==> src/rtl/tdm_sched_pkg.sv <==
// tdm_sched_pkg: shared sizes and assembly FSM states for the TDM frame scheduler
package tdm_sched_pkg;
  localparam int NCH = 8;
  localparam int SAMPLE_W = 32;
  localparam int FRAME_W = NCH * SAMPLE_W;
  localparam int IDX_W = 3;
  typedef enum logic [1:0] {IDLE, FILL, FULL} state_t;
endpackage

==> src/rtl/tdm_frame_sched_if.sv <==
// tdm_frame_sched_if: channel/frame bus of the TDM scheduler; underrunCnt exists only with TDM_SCHED_STATS_EN
interface tdm_frame_sched_if #(parameter int CNT_W = 16);
  import tdm_sched_pkg::*;
  logic enable;
  logic [NCH-1:0] chMask;
  logic [NCH-1:0] chReq;
  logic [FRAME_W-1:0] chData;
  logic [NCH-1:0] chGnt;
  logic valid;
  logic ack;
  logic [FRAME_W-1:0] pdata;
  logic underrun;
`ifdef TDM_SCHED_STATS_EN
  logic [CNT_W-1:0] underrunCnt;
  modport master (output enable, chMask, chReq, chData, ack, input chGnt, valid, pdata, underrun, underrunCnt);
  modport slave (input enable, chMask, chReq, chData, ack, output chGnt, valid, pdata, underrun, underrunCnt);
`else
  modport master (output enable, chMask, chReq, chData, ack, input chGnt, valid, pdata, underrun);
  modport slave (input enable, chMask, chReq, chData, ack, output chGnt, valid, pdata, underrun);
`endif
endinterface

==> src/rtl/rr_arb8.sv <==
// rr_arb8: 8-way round-robin arbiter, search starts at ptr; one-hot gnt plus its index
module rr_arb8
  import tdm_sched_pkg::*;
(
  input  logic [NCH-1:0]   req,
  input  logic [IDX_W-1:0] ptr,
  output logic [NCH-1:0]   gnt,
  output logic [IDX_W-1:0] idx,
  output logic             any
);
  always_comb begin
    idx = '0;
    any = 1'b0;
    // walk from farthest to nearest so the slot closest to ptr wins
    for (int k = NCH - 1; k >= 0; k--)
      if (req[ptr + IDX_W'(k)]) begin
        idx = ptr + IDX_W'(k);
        any = 1'b1;
      end
    gnt = '0;
    gnt[idx] = any;
  end
endmodule

==> src/rtl/tdm_frame_sched.sv <==
// tdm_frame_sched: assembles per-channel samples into double-buffered TDM frames
// Optional saturating underrun counter enabled by TDM_SCHED_STATS_EN.
module tdm_frame_sched
  import tdm_sched_pkg::*;
#(
  parameter int CNT_W = 16
) (
  input logic clk,
  input logic rstn,
  tdm_frame_sched_if.slave bus
);
  state_t state, state_nx;
  logic [NCH-1:0] filled, act_mask, elig, gnt;
  logic [IDX_W-1:0] rr_ptr, idx;
  logic [FRAME_W-1:0] abuf, obuf;
  logic any, valid, underrun, xfer, latch;
  rr_arb8 u_arb (.req(elig), .ptr(rr_ptr), .gnt(gnt), .idx(idx), .any(any));
  always_comb begin
    elig = (bus.enable && state == FILL) ? bus.chReq & act_mask & ~filled : '0;
    xfer = bus.enable && state == FULL && (!valid || bus.ack);
    latch = bus.enable && (state == IDLE || xfer);
    state_nx = !bus.enable ? IDLE :
               state == IDLE ? (|bus.chMask ? FILL : IDLE) :
               state == FILL ? (((filled | gnt) == act_mask) ? FULL : FILL) :
               xfer ? (|bus.chMask ? FILL : IDLE) : FULL;
  end
  always_ff @(posedge clk or negedge rstn)
    if (!rstn) state <= IDLE;
    else state <= state_nx;
  always_ff @(posedge clk or negedge rstn)
    if (!rstn) begin
      filled <= '0;
      act_mask <= '0;
      rr_ptr <= '0;
      abuf <= '0;
      obuf <= '0;
      valid <= 1'b0;
      underrun <= 1'b0;
    end else begin
      underrun <= bus.ack && !valid;
      if (latch) act_mask <= bus.chMask;
      // a fresh frame starts all-zero so unselected slots read as silence
      if (latch) abuf <= '0;
      else if (any) abuf[idx*SAMPLE_W +: SAMPLE_W] <= bus.chData[idx*SAMPLE_W +: SAMPLE_W];
      if (xfer) obuf <= abuf;
      filled <= (!bus.enable || xfer) ? '0 : filled | gnt;
      rr_ptr <= !bus.enable ? '0 : any ? idx + 1'b1 : rr_ptr;
      valid <= !bus.enable ? 1'b0 : xfer ? 1'b1 : bus.ack ? 1'b0 : valid;
    end
`ifdef TDM_SCHED_STATS_EN
  logic [CNT_W-1:0] cnt;
  always_ff @(posedge clk or negedge rstn)
    if (!rstn) cnt <= '0;
    else if (bus.ack && !valid && cnt != '1) cnt <= cnt + 1'b1;
  assign bus.underrunCnt = cnt;
`endif
  assign bus.chGnt = gnt;
  assign bus.valid = valid;
  assign bus.pdata = obuf;
  assign bus.underrun = underrun;
endmodule

==> src/flat_wrapper.sv <==
// flat-port wrapper written by rule: the top's interface ports become plain ports
module tdm_frame_sched_flat import tdm_sched_pkg::*;
#(
  parameter int CNT_W = 16
)
  (clk, rstn, bus_enable, bus_chMask, bus_chReq, bus_chData, bus_ack, bus_chGnt, bus_valid, bus_pdata, bus_underrun);
  tdm_frame_sched_if #(.CNT_W(CNT_W)) bus_i ();
  input logic clk;
  input logic rstn;
  input wire logic [$bits(bus_i.enable)-1:0] bus_enable;
  input wire logic [$bits(bus_i.chMask)-1:0] bus_chMask;
  input wire logic [$bits(bus_i.chReq)-1:0] bus_chReq;
  input wire logic [$bits(bus_i.chData)-1:0] bus_chData;
  input wire logic [$bits(bus_i.ack)-1:0] bus_ack;
  output wire logic [$bits(bus_i.chGnt)-1:0] bus_chGnt;
  output wire logic [$bits(bus_i.valid)-1:0] bus_valid;
  output wire logic [$bits(bus_i.pdata)-1:0] bus_pdata;
  output wire logic [$bits(bus_i.underrun)-1:0] bus_underrun;
  assign bus_i.enable = bus_enable;
  assign bus_i.chMask = bus_chMask;
  assign bus_i.chReq = bus_chReq;
  assign bus_i.chData = bus_chData;
  assign bus_i.ack = bus_ack;
  assign bus_chGnt = bus_i.chGnt;
  assign bus_valid = bus_i.valid;
  assign bus_pdata = bus_i.pdata;
  assign bus_underrun = bus_i.underrun;
  tdm_frame_sched #(.CNT_W(CNT_W)) u_core (.clk(clk), .rstn(rstn), .bus(bus_i));
endmodule
==> config.mk <==
export PLATFORM = sky130hd
export DESIGN_NAME = tdm_frame_sched_flat
export DESIGN_NICKNAME = d
export VERILOG_FILES = /design/src/rtl/tdm_sched_pkg.sv /design/src/rtl/tdm_frame_sched_if.sv /design/src/rtl/rr_arb8.sv /design/src/rtl/tdm_frame_sched.sv /design/src/flat_wrapper.sv
export SDC_FILE = /design/constraint.sdc
export NUM_CORES = 1
export LEC_CHECK = 0
export BUFFER_PORTS_ARGS = -buffer_cell sky130_fd_sc_hd__clkbuf_2
export CAP_MARGIN = 20
export CORE_MARGIN = 2
export CORE_UTILIZATION = 55
export CTS_BUF_LIST = sky130_fd_sc_hd__clkbuf_8
export DETAILED_ROUTE_END_ITERATION = 10
export PLACE_DENSITY = 0.89
export SETUP_SLACK_MARGIN = 0.4
export SYNTH_ARGS = -nofsm -noshare
export SYNTH_HDL_FRONTEND = slang
export SYNTH_SLANG_ARGS = --single-unit
==> constraint.sdc <==
create_clock -name clk -period 5.11 [get_ports clk]
set_input_delay 1.022 -clock clk [delete_from_list [all_inputs] [get_ports clk]]
set_output_delay 1.022 -clock clk [all_outputs]
set_load 0.05 [all_outputs]
==> results of run 1 <==
-- Yosys cell counts (4+ instances only) --
library cell | instances | area [um2]
a21oi_1 | 20 | 100
dfrtp_1 | 535 | 13400
nand3_1 | 48 | 240
o21ai_0 | 43 | 215
ha_1 | 4 | 50.1
a22oi_1 | 4 | 30.0
a221o_1 | 80 | 801
o21a_1 | 10 | 75.1
nand2_1 | 263 | 987
nor3_1 | 10 | 50.1
mux2_2 | 291 | 3280
o211ai_1 | 8 | 60.1
mux2i_1 | 136 | 1360
buf_4 | 10 | 75.1
and3_1 | 20 | 125
buf_2 | 47 | 235
nand4b_1 | 4 | 35.0
or3_1 | 8 | 50.1
and3b_1 | 5 | 43.8
nand2b_1 | 4 | 25.0
a211o_1 | 19 | 166
o221ai_2 | 30 | 450
nand4bb_1 | 4 | 45.0
nor2_1 | 120 | 450
clkbuf_1 | 84 | 315
and2_1 | 35 | 219
nor2b_1 | 10 | 62.6
inv_2 | 5 | 18.8
o221ai_1 | 102 | 893
nand3b_1 | 5 | 37.5
o22ai_1 | 5 | 31.3
inv_1 | 18 | 67.6
nor4_1 | 6 | 37.5
buf_1 | 8 | 30.0
a31oi_1 | 7 | 43.8
a2bb2oi_1 | 4 | 35.0
-- area by class of cell --
class / instances / area share (%)
Inverter: 23 / 0.280
Multi-Input combinational cell: 1363 / 35.8
Timing Repair Buffer: 638 / 12.4
Clock inverter: 46 / 0.874
Tap cell: 592 / 2.41
Clock buffer: 104 / 4.65
Sequential cell: 535 / 43.5
Antenna cell: 1 / 0.00813
-- worst paths after layout --
kind | from | endpoint | slack (ns) | cells past startpoint
min in group asynchronous | rstn | u_core.abuf[127] | 0.44 | 1
worst min register to register | u_core.bus.valid | u_core.bus.underrun | 0.43 | 1
worst min-delay path | u_core.bus.valid | u_core.bus.underrun | 0.43 | 1
max in group asynchronous | rstn | u_core.bus.pdata[38] | 3.45 | 2
worst max-delay path | u_core.rr_ptr[0] | bus_chGnt[5] | 0.36 | 14
worst max register to register | u_core.rr_ptr[0] | u_core.abuf[79] | 0.41 | 17
-- logic make-up after synthesis --
kind of cell / synth area share, %
AOI/OAI and AO/OA: 12.9
muxes: 19.0
and+or+nand+nor: 10.5
xor gates and xnor gates: 0.177
buffers and inverters: 3.05
adders and majority gates: 0.203
DFF: 54.2
-- flip-flops by register name, indices dropped and copies added (netlist names) --
name,flops
u_core.abuf,256
u_core.act_mask,8
u_core.bus.pdata,256
u_core.bus.underrun,1
u_core.bus.valid,1
u_core.filled,8
u_core.rr_ptr,3
u_core.state,2
-- per-stage QoR --
| step | power (uW) | setup TNS (ns) | worst slack (ns) | cell area, um2 | hold WS [ns] |
|---|---|---|---|---|---|
| floorplan | 12000 | 0 | 0.252 | 24700 | 0.452 |
| global placement | 15700 | 0 | 0.0707 | 28400 | 0.428 |
| detailed placement | 16000 | -0.962 | -0.0443 | 28400 | 0.433 |
| CTS | 20200 | 0 | 0.348 | 30500 | 0.424 |
| global route | 21500 | 0 | 0.237 | 30800 | 0.455 |
| finish | 20700 | 0 | 0.358 | 30800 | 0.433 |
-- power groups by stage --
| stage | Clock (uW) | Sequential, uW | Combinational, uW |
|---|---|---|---|
| floorplan | 0 | 5610 | 6340 |
| global placement | 0 | 5390 | 10300 |
| detailed placement | 0 | 5410 | 10600 |
| CTS | 3690 | 5360 | 11200 |
| global route | 3890 | 5420 | 12100 |
| finish | 3670 | 5380 | 11700 |
-- what timing repair did --
item | in CTS | in global routing
hold buffers | 0 | 0
gates resized for setup | 59 | 35
pin swaps | 10 | 16
setup endpoints to repair | 80 | 8
cloned | 1 | 0
setup buffers | 13 | 9
hold endpoints to repair | 0 | 0
-- layout by cell type (no fill, tap or decap), types with 4 or more instances in the layout --
cell      netlist  layout
and2_1         35      35
a31oi_1         7       4
or3_1           8       6
buf_12          0      16
a21oi_1        20      13
o21a_1         10       9
a21oi_4         0       4
o21ai_0        43      41
buf_4          10      71
nor2_1        120     115
and3b_1         5       4
nor4_1          6       6
nor2b_1        10      10
inv_1          18      43
o22ai_1         5       5
o211ai_1        8       8
nand3_2         0       6
inv_2           5       7
buf_6           1       5
clkbuf_8        0     108
o221ai_1      102     102
clkbuf_2        0     532
nand3_1        48      41
mux2_2        291     289
o221ai_2       30      30
buf_8           0       6
a211o_1        19      19
nor3_4          0       4
dfrtp_1       535     533
mux2i_1       136     133
nand3b_1        5       5
nand2_1       263     258
clkinv_2        0       9
and3_1         20      19
nor3_1         10       4
nand4b_1        4       4
a221o_1        80      80
-- routing by layer --
layer / wire length (um) / share of wire, % / vias up / global-route usage, %
li1: - / - / 8820 / -
met1: 34100 / 38 / 10575 / 48.9
met2: 41300 / 46 / 1521 / 59.5
met3: 8800 / 9.9 / 329 / 9.22
met4: 5080 / 5.7 / 0 / 20.5
met5: 0 / 0 / - / 0
==> summary.txt, run 1 <==
Power
  – Clock share of power: between 10% and 20%
  – Power share of the combinational group: 56.3%
  – Sw Ratio: slightly below 50%
  – Switching power: approximately 10000 uW
  – Worst vdd ir: around 0.00066 V
  – P per Cell Area: 673 nW/um2
  – Seq pwr share: 26.0%
  – P_leak: about 0.016 uW
  – Internal power: around 11000 uW

Clock network
  – Clock root cell: clkbuf_8
  – Clk_lat worst skew: 0.71 ns
  – Clk sink count: 535
  – CTS tree: yes
  – Clock Tree Buf Depth: 3
  – Depth of the CTS H-tree: 3
  – CTS Buf Count: 86
  – Clock-pin slew on the worst setup and hold paths: ~0.060 ns

Global route
  – Vias in the first global route: between 20000 and 25000
  – Gr usage total: between 30% and 40%
  – Overflow after GRT: 0
  – First-pass GRT wire length: 133000 um
  – Largest net degree at the start of global routing: approximately 150
  – Initial antenna violation count: 1

Worst setup path
  – Crit Path Category: reg2out
  – Type of origin of the critical path: register
  – WP data arrival: about 3.7 ns
  – Buffers and inverters on the worst path: 6
  – Largest fanout on the critical path: 7
  – Crit-path max cell delay: about 0.42 ns
  – CP endpoint kind: output pin
  – Slowest cell on crit path: a221o_1
  – Top delay family on crit path: compound AO/OA/AOI/OAI gates
  – WP data required: between 4 and 5 ns
  – Cell Chain, Critical Path: inv_2 -> ha_4 -> buf_8 -> mux2i_4 -> a21oi_2 -> a221o_1 -> a221oi_2 -> a211oi_2 -> o21ai_4 -> inv_2 -> buf_8 -> nor3_4 -> buf_6 -> clkbuf_16

Layout
  – Final core utilization: between 60% and 70%
  – Share of post-route cells with drive strength above 1: about 43%
  – Fillers: approximately 3000
  – Seq. cell area: around 13000 um2
  – Area Overhead vs Synth: 24.7%
  – Fin cells: around 3300
  – Multi-input gate area: approximately 11000 um2
  – Nets: ~2900

Detailed routing
  – Routed WL: 89300 um
  – Detailed-route via count: between 20000 and 25000
  – Vias/cell: 6.43
  – Initial drt markers: ~2200
  – Drt wl/cell: roughly 27 um
  – # DRC: 0
  – DR pass1 iterations: 6
  – Post-route ant nets: 0

Yosys
  – Top FF cell, synth: dfrtp_1
  – Synth Net Count: between 2000 and 2500
  – Mean Syn Cell Area: around 12 um2
  – Cells after Synth: 2071
  – Post-Syn Area: 24700 um2
  – Ys async rst share: 100%
  – Netlist cell types: a little under 80
  – Post-synth EDFFs: 0
  – Register area share after synthesis: between 50% and 60%
  – Syn. warnings: 0
  – Synthesized flop and latch total: 535

Place
  – Routability Congestion: 0.928
  – Number of I/O port buffers: ~540
  – Placed Cells: roughly 3100
  – Hpwl dp: between 60000 and 70000 um

Floorplan
  – Area of the die: between 40000 and 50000 um2
  – Starting Density: between 50% and 60%
  – Rows: 77
  – Die Y: between 200 and 250 um
  – Core footprint: 44200 um2
  – Die Wd: around 220 um
  – IO Count: approximately 540

STA
  – Endpoints failing hold: 0
  – Max Slew Vio Count: 0
  – Crit share post-route: 93.0%
  – RSZ-0062 raised after global routing: yes
  – Clk_skew: between 0.03 and 0.04 ns
  – Minimum clock period: 4.75 ns
  – Headroom to the max-slew limit: between 20 and 30%
  – FMAX: approximately 210 MHz
  – Finish-stage setup viols: 0
  – Worst slew pin tran: approximately 1.1 ns

Min path
  – Hold Path Class: reg2reg

Flow run
  – Max-cap viol count: 0

Run status
  – Outcome: completed
Power figures use the tool's default switching activity.
==> inputs of run 2 (changes only) <==
--- a/config.mk
+++ b/config.mk
@@ -12,6 +12,7 @@
 export CTS_BUF_LIST = sky130_fd_sc_hd__clkbuf_8
 export DETAILED_ROUTE_END_ITERATION = 10
 export PLACE_DENSITY = 0.89
+export RECOVER_POWER = 100
 export SETUP_SLACK_MARGIN = 0.4
 export SYNTH_ARGS = -nofsm -noshare
 export SYNTH_HDL_FRONTEND = slang
==> summary.txt, run 2 (synthesis results as in run 1) <==
Place
  – Routability Congestion: 0.928 (unchanged)
  – Hpwl dp: 61200 um (unchanged)
  – Place WS: -0.0443 ns (unchanged)
  – Post-DP Area: 28400 um2 (unchanged)
  – Number of I/O port buffers: 541 (unchanged)

STA
  – Worst Setup Slack, final: 0.269 ns (-0.0893 ns)
  – Endpoints failing hold: 0 (unchanged)
  – Worst slew pin tran: 3.91 ns (+2.83 ns)
  – Max Slew Vio Count: 363 (+363)
  – Clk_skew: 0.0299 ns (-0.00574 ns)
  – Minimum clock period: 4.84 ns (+0.0893 ns)
  – Crit share post-route: 94.7% (+1.7 points)
  – RSZ-0062 raised after global routing: yes
  – Headroom to the max-slew limit: -160% (-190 points)
  – FMAX: 207 MHz (-1.8%)
  – Finish-stage setup viols: 0 (unchanged)

Detailed routing
  – Vias/cell: 6.48 (+0.67%)
  – Met3 wire length: 9030 um (+2.6%)
  – Routed WL: 89400 um (+0.11%)
  – Detailed-route via count: 21387 (+0.67%)
  – Top routing layer used: met4
  – # DRC: 0 (unchanged)
  – Initial drt markers: 2347 (+9.0%)
  – Post-route ant nets: 0 (unchanged)
  – Met2 wire len: 41500 um (+0.42%)
  – M1 wire length: 33800 um (-0.79%)
  – DR pass1 iterations: 8 (+2)
  – Drt wl/cell: 27.1 um (+0.11%)

Worst setup path
  – Type of origin of the critical path: register
  – Critical Path End: bus_chGnt[5]
  – Crit path launch: u_core.rr_ptr[0]
  – WP data required: 4.09 ns (about the same)
  – WP data arrival: 3.82 ns (+0.09 ns)
  – R2r setup slk: 0.35 ns (-0.06 ns)
  – Crit Path Category: reg2out
  – Worst R2R End: u_core.abuf[87]
  – Largest fanout on the critical path: 7 (unchanged)
  – CP endpoint kind: output pin
  – Origin of the critical flop-to-flop path: u_core.rr_ptr[0]
  – Reg2Reg Depth: 17 (unchanged)

Floorplan
  – Rows: 77 (unchanged)
  – Area of the die: 46600 um2 (unchanged)
  – Die Y: 216 um (unchanged)
  – Core footprint: 44200 um2 (unchanged)
  – Die Wd: 216 um (unchanged)
  – Starting Density: 55.8% (unchanged)
  – IO Count: 542 (unchanged)

Power
  – P_leak: 0.0150 uW (-5.9%)
  – Worst vdd ir: 0.000659 V (+0.43%)
  – Switching power: 10000 uW (-0.22%)
  – P per Cell Area: 680 nW/um2 (+1.1%)
  – Clock share of power: 17.8% (about the same)
  – Power share of the combinational group: 56.2% (about the same)
  – Sw Ratio: 48.4% (about the same)
  – Internal power: 10700 uW (-0.30%)
  – Seq pwr share: 26.0% (about the same)

Clock network
  – Depth of the CTS H-tree: 3 (unchanged)
  – Post-CTS Hold Buffers: 0 (unchanged)
  – CTS Buf Count: 86 (unchanged)
  – Clock root cell: clkbuf_8
  – Clock Tree Buf Depth: 3 (unchanged)
  – Clk sink count: 535 (unchanged)
  – Clk_lat worst skew: 0.70 ns (about the same)
  – CTS tree: yes
  – Clock-pin slew on the worst setup and hold paths: 0.06 ns (about the same)

Layout
  – Commonest non-fill, non-tap cell in the layout: dfrtp_1
  – Fillers: 3201 (+5.5%)
  – Most frequent cells in the layout: dfrtp_1, mux2_2, clkbuf_2
  – Area Overhead vs Synth: 23.0%
  – Nets: 2927 (unchanged)
  – Final instance area: 30400 um2 (-1.3%)
  – Share of post-route cells with drive strength above 1: 33.4% (-9.7 points)

Min path
  – Hold Path Class: reg2reg

Global route
  – Largest net degree at the start of global routing: 146 (unchanged)
  – Initial antenna violation count: 1 (unchanged)
  – Gr usage total: 37.9% (unchanged)
  – Vias in the first global route: 22106 (unchanged)
  – Overflow after GRT: 0 (unchanged)
  – First-pass GRT wire length: 133000 um (unchanged)

Run status
  – Failing checks: max-capacitance violations, max-slew violations
  – Outcome: finished, violations left

Flow run
  – Max-cap viol count: 4 (+4)
[run 2: worst max-delay path, stage by stage, from the launching register on]
cell and delay [ns]:
dfrtp_1 0.37, inv_2 0.07, ha_4 0.36, buf_8 0.15
mux2i_4 0.25, a21oi_1 0.13, a221o_1 0.42, a221oi_1 0.36
a211oi_2 0.11, o21ai_4 0.27, inv_2 0.09, buf_8 0.13
nor3_4 0.11, buf_6 0.13, clkbuf_16 0.15
[run 2: power by group through the flow]
stage | combinational, uW | clock [uW] | sequential (uW)
2_1_floorplan | 6340 | 0 | 5610
3_3_place_gp | 10300 | 0 | 5390
3_5_place_dp | 10600 | 0 | 5410
4_1_cts | 11200 | 3690 | 5360
5_1_grt | 12100 | 3890 | 5420
6_report | 11600 | 3670 | 5380
[run 2: worst min-delay path by stage]
stage,from,end,depth (start not counted)
after floorplan,u_core.abuf[100],u_core.abuf[100],2
after global placement,u_core.bus.valid,u_core.bus.underrun,1
after detailed placement,u_core.bus.valid,u_core.bus.underrun,1
after CTS,rstn,u_core.rr_ptr[1],1
after global routing,u_core.bus.valid,u_core.bus.underrun,1
final,u_core.bus.valid,u_core.bus.underrun,1
[run 2: per-stage QoR]
step                      cells  util, %  hold slack [ns]  TNS [ns]  power [uW]
after global placement     3127     64.2            0.428         0       15700
after floorplan            2071        -            0.452         0       12000
final                      3302     68.7            0.431         0       20700
after global routing       3302     68.7            0.455         0       21400
after detailed placement   3127     64.2            0.433    -0.962       16000
after CTS                  3291     69.0            0.424         0       20200
[run 2: metal layers]
layer | vias up | track usage (%)
met2 | 1524 | 59.5
met4 | 0 | 20.5
met5 | - | 0
met3 | 306 | 9.22
met1 | 10720 | 48.9
li1 | 8837 | -
[run 2: cell type report]
cell class	count	area (um2)	area share, %
diodes	1	2.50	0.00824
clock buffers	104	1430	4.71
clock inverters	46	269	0.886
inverters	23	86.3	0.284
multi-input cells	1363	11000	36.3
flip-flops and latches	535	13400	44.1
well taps	592	741	2.44
repair buffers	638	3430	11.3
[run 2: timing repair]
item	4_1_cts	5_1_grt
pin swaps	10	16
cloned	1	0
buffers inserted	13	9
gates resized for setup	59	35
endpoints found under the setup margin	80	8
